$ cat src/rtl/flex_pts_serializer_pkg.sv
//------------------------------------------------------------------------------
// flex_pts_pkg : shared types and length helper for flex_pts_serializer
// Revision     : 1.0
//------------------------------------------------------------------------------
`default_nettype none

package flex_pts_pkg;

  typedef enum logic {
    IDLE  = 1'b0,
    SHIFT = 1'b1
  } pts_state_t;

  // A length of zero or beyond the register width means "send the full word".
  function automatic int clamp_len(input int len, input int num_bits);
    if (len == 0 || len > num_bits) return num_bits;
    return len;
  endfunction

endpackage

`default_nettype wire

$ cat src/rtl/flex_pts_serializer.sv
//------------------------------------------------------------------------------
// flex_pts_serializer : parallel-to-serial transmitter, per-word length,
//                       one-entry hold buffer, strobe-paced shifting
// Revision            : 1.0
//------------------------------------------------------------------------------
`default_nettype none

module flex_pts_serializer
  import flex_pts_pkg::*;
#(
  parameter int NUM_BITS  = 8,
  parameter bit SHIFT_MSB = 1'b1,
  parameter bit IDLE_BIT  = 1'b1,
  localparam int CNT_W    = $clog2(NUM_BITS + 1)
) (
  input  logic                clk,
  input  logic                n_rst,
  input  logic                shift_enable,
  input  logic                in_valid,
  output logic                in_ready,
  input  logic [NUM_BITS-1:0] parallel_in,
  input  logic [CNT_W-1:0]    bit_len,
  output logic                serial_out,
  output logic                busy,
  output logic                word_done
);

  localparam logic [NUM_BITS-1:0] IDLE_WORD = {NUM_BITS{IDLE_BIT}};
  localparam logic [CNT_W-1:0]    CNT_ONE   = CNT_W'(1);

  pts_state_t          state, state_nxt;
  logic [NUM_BITS-1:0] sr, sr_nxt;
  logic [CNT_W-1:0]    cnt, cnt_nxt;
  logic [NUM_BITS-1:0] hold_data, hold_data_nxt;
  logic [CNT_W-1:0]    hold_len, hold_len_nxt;
  logic                hold_valid, hold_valid_nxt;
  logic                word_done_nxt;
  logic                accept;
  logic [CNT_W-1:0]    in_len;

  // MSB-first words are left-justified so bit len-1 sits at the output end.
  function automatic logic [NUM_BITS-1:0] align(input logic [NUM_BITS-1:0] d,
                                                input logic [CNT_W-1:0]    len);
    if (SHIFT_MSB) return d << (NUM_BITS - int'(len));
    return d;
  endfunction

  function automatic logic [NUM_BITS-1:0] shift_one(input logic [NUM_BITS-1:0] d);
    logic [NUM_BITS-1:0] r;
    if (SHIFT_MSB) begin
      r    = d << 1;
      r[0] = IDLE_BIT;
    end else begin
      r               = d >> 1;
      r[NUM_BITS-1]   = IDLE_BIT;
    end
    return r;
  endfunction

  always_ff @(posedge clk) begin
    if (!n_rst) begin
      state      <= IDLE;
      sr         <= IDLE_WORD;
      cnt        <= '0;
      hold_data  <= '0;
      hold_len   <= '0;
      hold_valid <= 1'b0;
      word_done  <= 1'b0;
    end else begin
      state      <= state_nxt;
      sr         <= sr_nxt;
      cnt        <= cnt_nxt;
      hold_data  <= hold_data_nxt;
      hold_len   <= hold_len_nxt;
      hold_valid <= hold_valid_nxt;
      word_done  <= word_done_nxt;
    end
  end

  always_comb begin
    accept         = in_valid && !hold_valid;
    in_len         = CNT_W'(clamp_len(int'(bit_len), NUM_BITS));
    state_nxt      = state;
    sr_nxt         = sr;
    cnt_nxt        = cnt;
    hold_data_nxt  = hold_data;
    hold_len_nxt   = hold_len;
    hold_valid_nxt = hold_valid;
    word_done_nxt  = 1'b0;

    case (state)
      IDLE: begin
        if (accept) begin
          sr_nxt    = align(parallel_in, in_len);
          cnt_nxt   = in_len;
          state_nxt = SHIFT;
        end
      end
      SHIFT: begin
        if (shift_enable && cnt > CNT_ONE) begin
          sr_nxt  = shift_one(sr);
          cnt_nxt = cnt - CNT_ONE;
          if (accept) begin
            hold_data_nxt  = parallel_in;
            hold_len_nxt   = in_len;
            hold_valid_nxt = 1'b1;
          end
        end else if (shift_enable) begin
          // Last bit retires here; the next word starts on this same edge.
          word_done_nxt = 1'b1;
          if (hold_valid) begin
            sr_nxt         = align(hold_data, hold_len);
            cnt_nxt        = hold_len;
            hold_valid_nxt = 1'b0;
          end else if (accept) begin
            sr_nxt  = align(parallel_in, in_len);
            cnt_nxt = in_len;
          end else begin
            sr_nxt    = IDLE_WORD;
            cnt_nxt   = '0;
            state_nxt = IDLE;
          end
        end else if (accept) begin
          hold_data_nxt  = parallel_in;
          hold_len_nxt   = in_len;
          hold_valid_nxt = 1'b1;
        end
      end
      default: state_nxt = IDLE;
    endcase
  end

  always_comb begin
    busy       = (state == SHIFT);
    in_ready   = !hold_valid;
    serial_out = SHIFT_MSB ? sr[NUM_BITS-1] : sr[0];
  end

endmodule

`default_nettype wire

$ cat config.mk
export PLATFORM = sky130hd
export DESIGN_NAME = flex_pts_serializer
export DESIGN_NICKNAME = d
export VERILOG_FILES = /design/src/rtl/flex_pts_serializer_pkg.sv /design/src/rtl/flex_pts_serializer.sv
export SDC_FILE = /design/constraint.sdc
export NUM_CORES = 1
export LEC_CHECK = 0
export CAP_MARGIN = 30
export CORE_ASPECT_RATIO = 1.4
export CORE_UTILIZATION = 50
export CTS_CLUSTER_SIZE = 28
export DETAILED_ROUTE_END_ITERATION = 8
export PLACE_DENSITY = 0.8
export SLEW_MARGIN = 20
export SYNTH_ARGS = -nofsm -noshare
export SYNTH_HDL_FRONTEND = slang
export SYNTH_SLANG_ARGS = --single-unit
$ cat constraint.sdc
create_clock -name clk -period 3.98 [get_ports clk]
set_input_delay 1.194 -clock clk [delete_from_list [all_inputs] [get_ports clk]]
set_output_delay 1.194 -clock clk [all_outputs]
set_load 0.005 [all_outputs]
# Yosys cells after proc, flatten, opt, wreduce, memory -nomap -nowiden
# Cells that the tools add are included.
# op_classes
n_addsub	3
multipliers	0
n_div	0
order_cmp	2
n_eq_ne	3
shift	2
mux	43
bitwise	2
reduce_logical	8
# ops
op	n
$mux 8	11
$shl 8x32->8	2
$mux 4	10
$mux 1	19
$pmux 8 s2	1
$sub 4x4->5 const A	2
$pmux 4 s2	1
$gt 4x1->1 const B	1
$gt 4x4->1 const B	1
$logic_not 4->1	1
$reduce_and 2->1	2
$sub 4x1->4 const B	1
$ne 3x2->1 const B	1
$reduce_or 3->1	1
$logic_and 1x1->1	2
$ne 2x1->1 const B	1
$ne 2x2->1 const B	1
$not 1->1	2
$pmux 1 s2	1
$logic_not 1->1	1
$logic_or 1x1->1	1
# totals
ff_bits	27
latchBits	0
ram_bits	0
mem_bits_ro	0
input_bits	16
word_cells	70
n_memories	0

# Depth between registers and ports, before layout
# logic_depth
word_depth	13
mapped_depth	11
ltp_nobuf	9

# Worst setup path after synthesis
# OpenSTA, ideal clock, no wires.
# synth_timing
path_kind	input to register
from	input port bit_len[0]
to	register sr[6]
setup_time_ns	0.122
t_arrival_ns	2.999
setup_slack_ns	0.859
cell_stages	10
path_buffers	2
path_cell_list	nor2b_1 buf_2 inv_2 ha_1 clkbuf_1 xor2_2 mux2i_1 o221a_2 nor2_1 o32a_1
# synth_between
elab_chain_cells	12
# synth_lines
item	line_no	source
start: declaration	flex_pts_serializer.sv:22	input logic [CNT_W-1:0] bit_len,
$gt 4x4->1 / $logic_not 4->1 (equally long branches)	flex_pts_serializer_pkg.sv:16	if (len == 0 || len > num_bits) return num_bits;
$logic_or 1x1->1	flex_pts_serializer_pkg.sv:16	
$mux 1 / $mux 4 (equally long branches)	flex_pts_serializer_pkg.sv:16	
$mux 4 *	flex_pts_serializer_pkg.sv:17	return len;
$sub 4x4->5 *	flex_pts_serializer.sv:44	if (SHIFT_MSB) return d << (NUM_BITS - int'(len));
$shl 8x32->8 *	flex_pts_serializer.sv:44	
$mux 8	flex_pts_serializer.sv:45	return d;
$mux 8	flex_pts_serializer.sv:115	end else if (accept) begin
$mux 8	flex_pts_serializer.sv:111	if (hold_valid) begin
$mux 8	flex_pts_serializer.sv:108	end else if (shift_enable) begin
$mux 8	flex_pts_serializer.sv:100	if (shift_enable && cnt > CNT_ONE) begin
$pmux 8 s2 *	flex_pts_serializer.sv:91	case (state)
end signal: assignment	flex_pts_serializer.sv:71	sr <= sr_nxt;
end: declaration	flex_pts_serializer.sv:32	logic [NUM_BITS-1:0] sr, sr_nxt;
# Every way passes the cells marked *; elsewhere a longest branch is shown, timed or not. The select of a mux whose other input is x is not followed.
# A chain may end at the register's enable or synchronous reset.

# Worst setup path in the final report
# layout_timing
from	input port bit_len[0]
to	register sr[2]
# Same word-level chain as after synthesis.

==> impl_metrics.ini <==
[run_status]
outcome = finished, violations left
violations = DRC

[floorplanning]
start_util_pct = 52.17
core_sq_mm = 0.004204
floorplan.die_area_sq_mm = 0.004659
io_pins = 20
placementRows = 28
die_h_um = 80.37
die_x_um = 57.98

[route]
drt_wl_total_um = 5977
wl_per_cell_um = 17.84
vias = 2201
via_per_inst = 6.570
dr.pass1.iters = 6
route.detailed.drc = 1
ant_nets = 0
drt_iter0_drc = 124

[critical_path]
crit-reg2reg-launch = hold_len[0]$_SDFFE_PN0P_
start_kind = input port
cp-end-kind = flip-flop
required_ns = 4.16
arrival_ns = 3.53
ff2ff_path_depth = 7
worstSetupPathType = input port to flip-flop
reg2reg_to = sr[6]$_SDFFE_PN1P_
crit_fanout = 7
rrSetupSlack_ns = 1.48

[timing]
rsz0062_at_grt = no
setup_violations = 0
fmax_ghz = 0.2985
setup_tns_ns = 0
min_period_ns = 3.350
max_slew_margin_pct = 40.43
finClkSkew_ns = 0.005730
hold_violations = 0
worst_slew_pin_slew_ns = 0.8860
slew_violations = 0
min_period_over_period_pct = 84.17

[layout]
nets = 311
stdcell_count = 335
final_layout_size_suffix_gt1_share_pct = 10.34
n_antenna_cell = 0
syn2layout_area_growth_pct = 11.64
utilization_pct = 58.24

[synthesis]
synth_edf_count = 0
ys_ff_latch = 27
synth_flop_cell = dfxtp_1
postSynthAreaPerCell_sq_um = 7.833
syn_inst = 280
syn_area_sq_mm = 0.002193
netlist.area_leader.share_pct = 24.64
synth_commonest_cells = 34 x nor2_1, 27 x dfxtp_1, 27 x nand2_1
yosys_warnings = 0
syn-num-nets = 300
yosysSeqAreaShare_pct = 24.64
yosysTopAreaCell = dfxtp_1
ys_types = 55
async_flop_share_pct = 0
yosysMostFrequentCell = nor2_1
synth_area_leaders = dfxtp_1 25%, mux2i_1 9.1%, mux4_2 6.2%, nor2_1 5.8%, nand2_1 4.6%

[global_route]
grt_overflow_total = 0
grt_pass1_wl_um = 10140
grt_pass1_vias = 2157
grt_max_degree = 21
grt_antenna_before_repair = 0
grt_use_total_pct = 28.11

[clock_network]
path_clk_slew_ns = 0.10
cts_tree = built
cts-root-buf = clkbuf_8
clk_latency_ns = 0.28
cts_buffers = 3
htree_num_levels = 1
clk_path_buf_depth = 2
cts_resized = 0
clkSinkCount = 27
post_cts_buffers = 0
postCtsHoldBufs = 0

[power_and_ir_drop]
p_leak_nw = 0.8934
ir_drop_mv = 0.2524
powerDensity_mw_per_mm2 = 318.0

[place]
gp_congestion = 1.003
io_buffers = 19
dp_hpwl_um = 4529
dp_cells = 331

[hold_path]
holdCritStartpoint = sr[3]$_SDFFE_PN1P_
hold_class = flip-flop to flip-flop
hold_depth = 2
hold_end = sr[3]$_SDFFE_PN1P_

[flow_run]
drv_cap = 0
## cells by family (layout without fill, tap and decap cells)
| group | count (synthesis) | in the layout | synth area share, % |
|---|---|---|---|
| compound gates | 83 | 83 | 25.50 |
| simple gates | 97 | 97 | 21.05 |
| flops | 27 | 27 | 24.64 |
| xor+xnor | 8 | 8 | 3.537 |
| mux | 28 | 28 | 16.31 |
| buf+inv | 33 | 43 | 6.674 |
| fa+ha+maj | 4 | 4 | 2.282 |
## sequential cells by signal (all words and copies together), names as in the netlist
name        count
busy            1
hold_valid      1
word_done       1
hold_len        4
hold_data       8
sr              8
cnt             4
## placed cells by master, fill, tap and decap left out, types with 2 or more instances in the layout
master           instances
a211o_1                  2
a211oi_1                 4
a21oi_1                 20
a221oi_1                 2
a22oi_1                  2
a311oi_1                 2
a31oi_1                  7
a32oi_1                  2
and3_1                   3
buf_4                    9
clkbuf_8                 3
clkdlybuf4s50_1         19
dfxtp_1                 27
ha_1                     4
inv_1                   10
mux2_2                   2
mux2i_1                 20
mux4_2                   6
nand2_1                 27
nand2b_1                 3
nand3_1                  5
nand4_1                  2
nor2_1                  34
nor2b_1                  2
nor3_1                  12
o2111ai_1                2
o211a_1                  2
o21ai_0                 15
o21bai_1                 2
o22ai_1                  4
o31a_1                   2
o31ai_1                  5
xnor2_1                  3
xor2_1                   4
## routing by layer
layer	global-route usage, %	routed length [um]
met4	15.71	218
met1	32.97	2440
met3	3.543	336
met2	48.51	2981
met5	0	0
## worst max path at each step
stage / slack, ns / from / endpoint
detailed placement: 0.36 / bit_len[0] / sr[2]$_SDFFE_PN1P_
global placement: 0.40 / bit_len[0] / sr[2]$_SDFFE_PN1P_
global route: 0.42 / bit_len[0] / sr[2]$_SDFFE_PN1P_
floorplan: 0.86 / bit_len[0] / sr[6]$_SDFFE_PN1P_
CTS: 0.64 / bit_len[0] / sr[2]$_SDFFE_PN1P_
finish: 0.63 / bit_len[0] / sr[2]$_SDFFE_PN1P_
## through the flow
stage / instance area (sq um) / hold WS (ns) / total power [mW] / setup WS, ns
final: 2449 / 0.4850 / 0.7787 / 0.6299
after floorplan: 2193 / 0.4299 / 0.5303 / 0.8594
after global routing: 2449 / 0.5177 / 0.8254 / 0.4158
after global placement: 2402 / 0.4439 / 0.6125 / 0.4013
after CTS: 2449 / 0.4885 / 0.7768 / 0.6445
after detailed placement: 2402 / 0.4554 / 0.6165 / 0.3643
## layout make-up
cell class	instances	area, sq um
Timing Repair Buffer	28	257.7
Inverter	11	41.29
Tap cell	45	56.30
Clock buffer	3	41.29
Fill cell	400	1755
Multi-Input combinational cell	220	1506
Clock inverter	1	5.005
Sequential cell	27	540.5
## power breakdown
part | leakage [nW] | switching (mW) | internal [mW]
combinational | 0.646 | 0.160 | 0.127
sequential | 0.222 | 0.0318 | 0.297
clock | 0.0255 | 0.0919 | 0.0704
total | 0.893 | 0.284 | 0.495
## critical path, cell delays in order
cell and delay, ns:
clkdlybuf4s50_1 0.52, nor2b_1 0.22, inv_2 0.12, ha_1 0.30, xnor2_1 0.52, nor3_1 0.10, a31oi_1 0.26, o2111ai_1 0.13
o211a_1 0.15
Power figures use the tool's default switching activity.
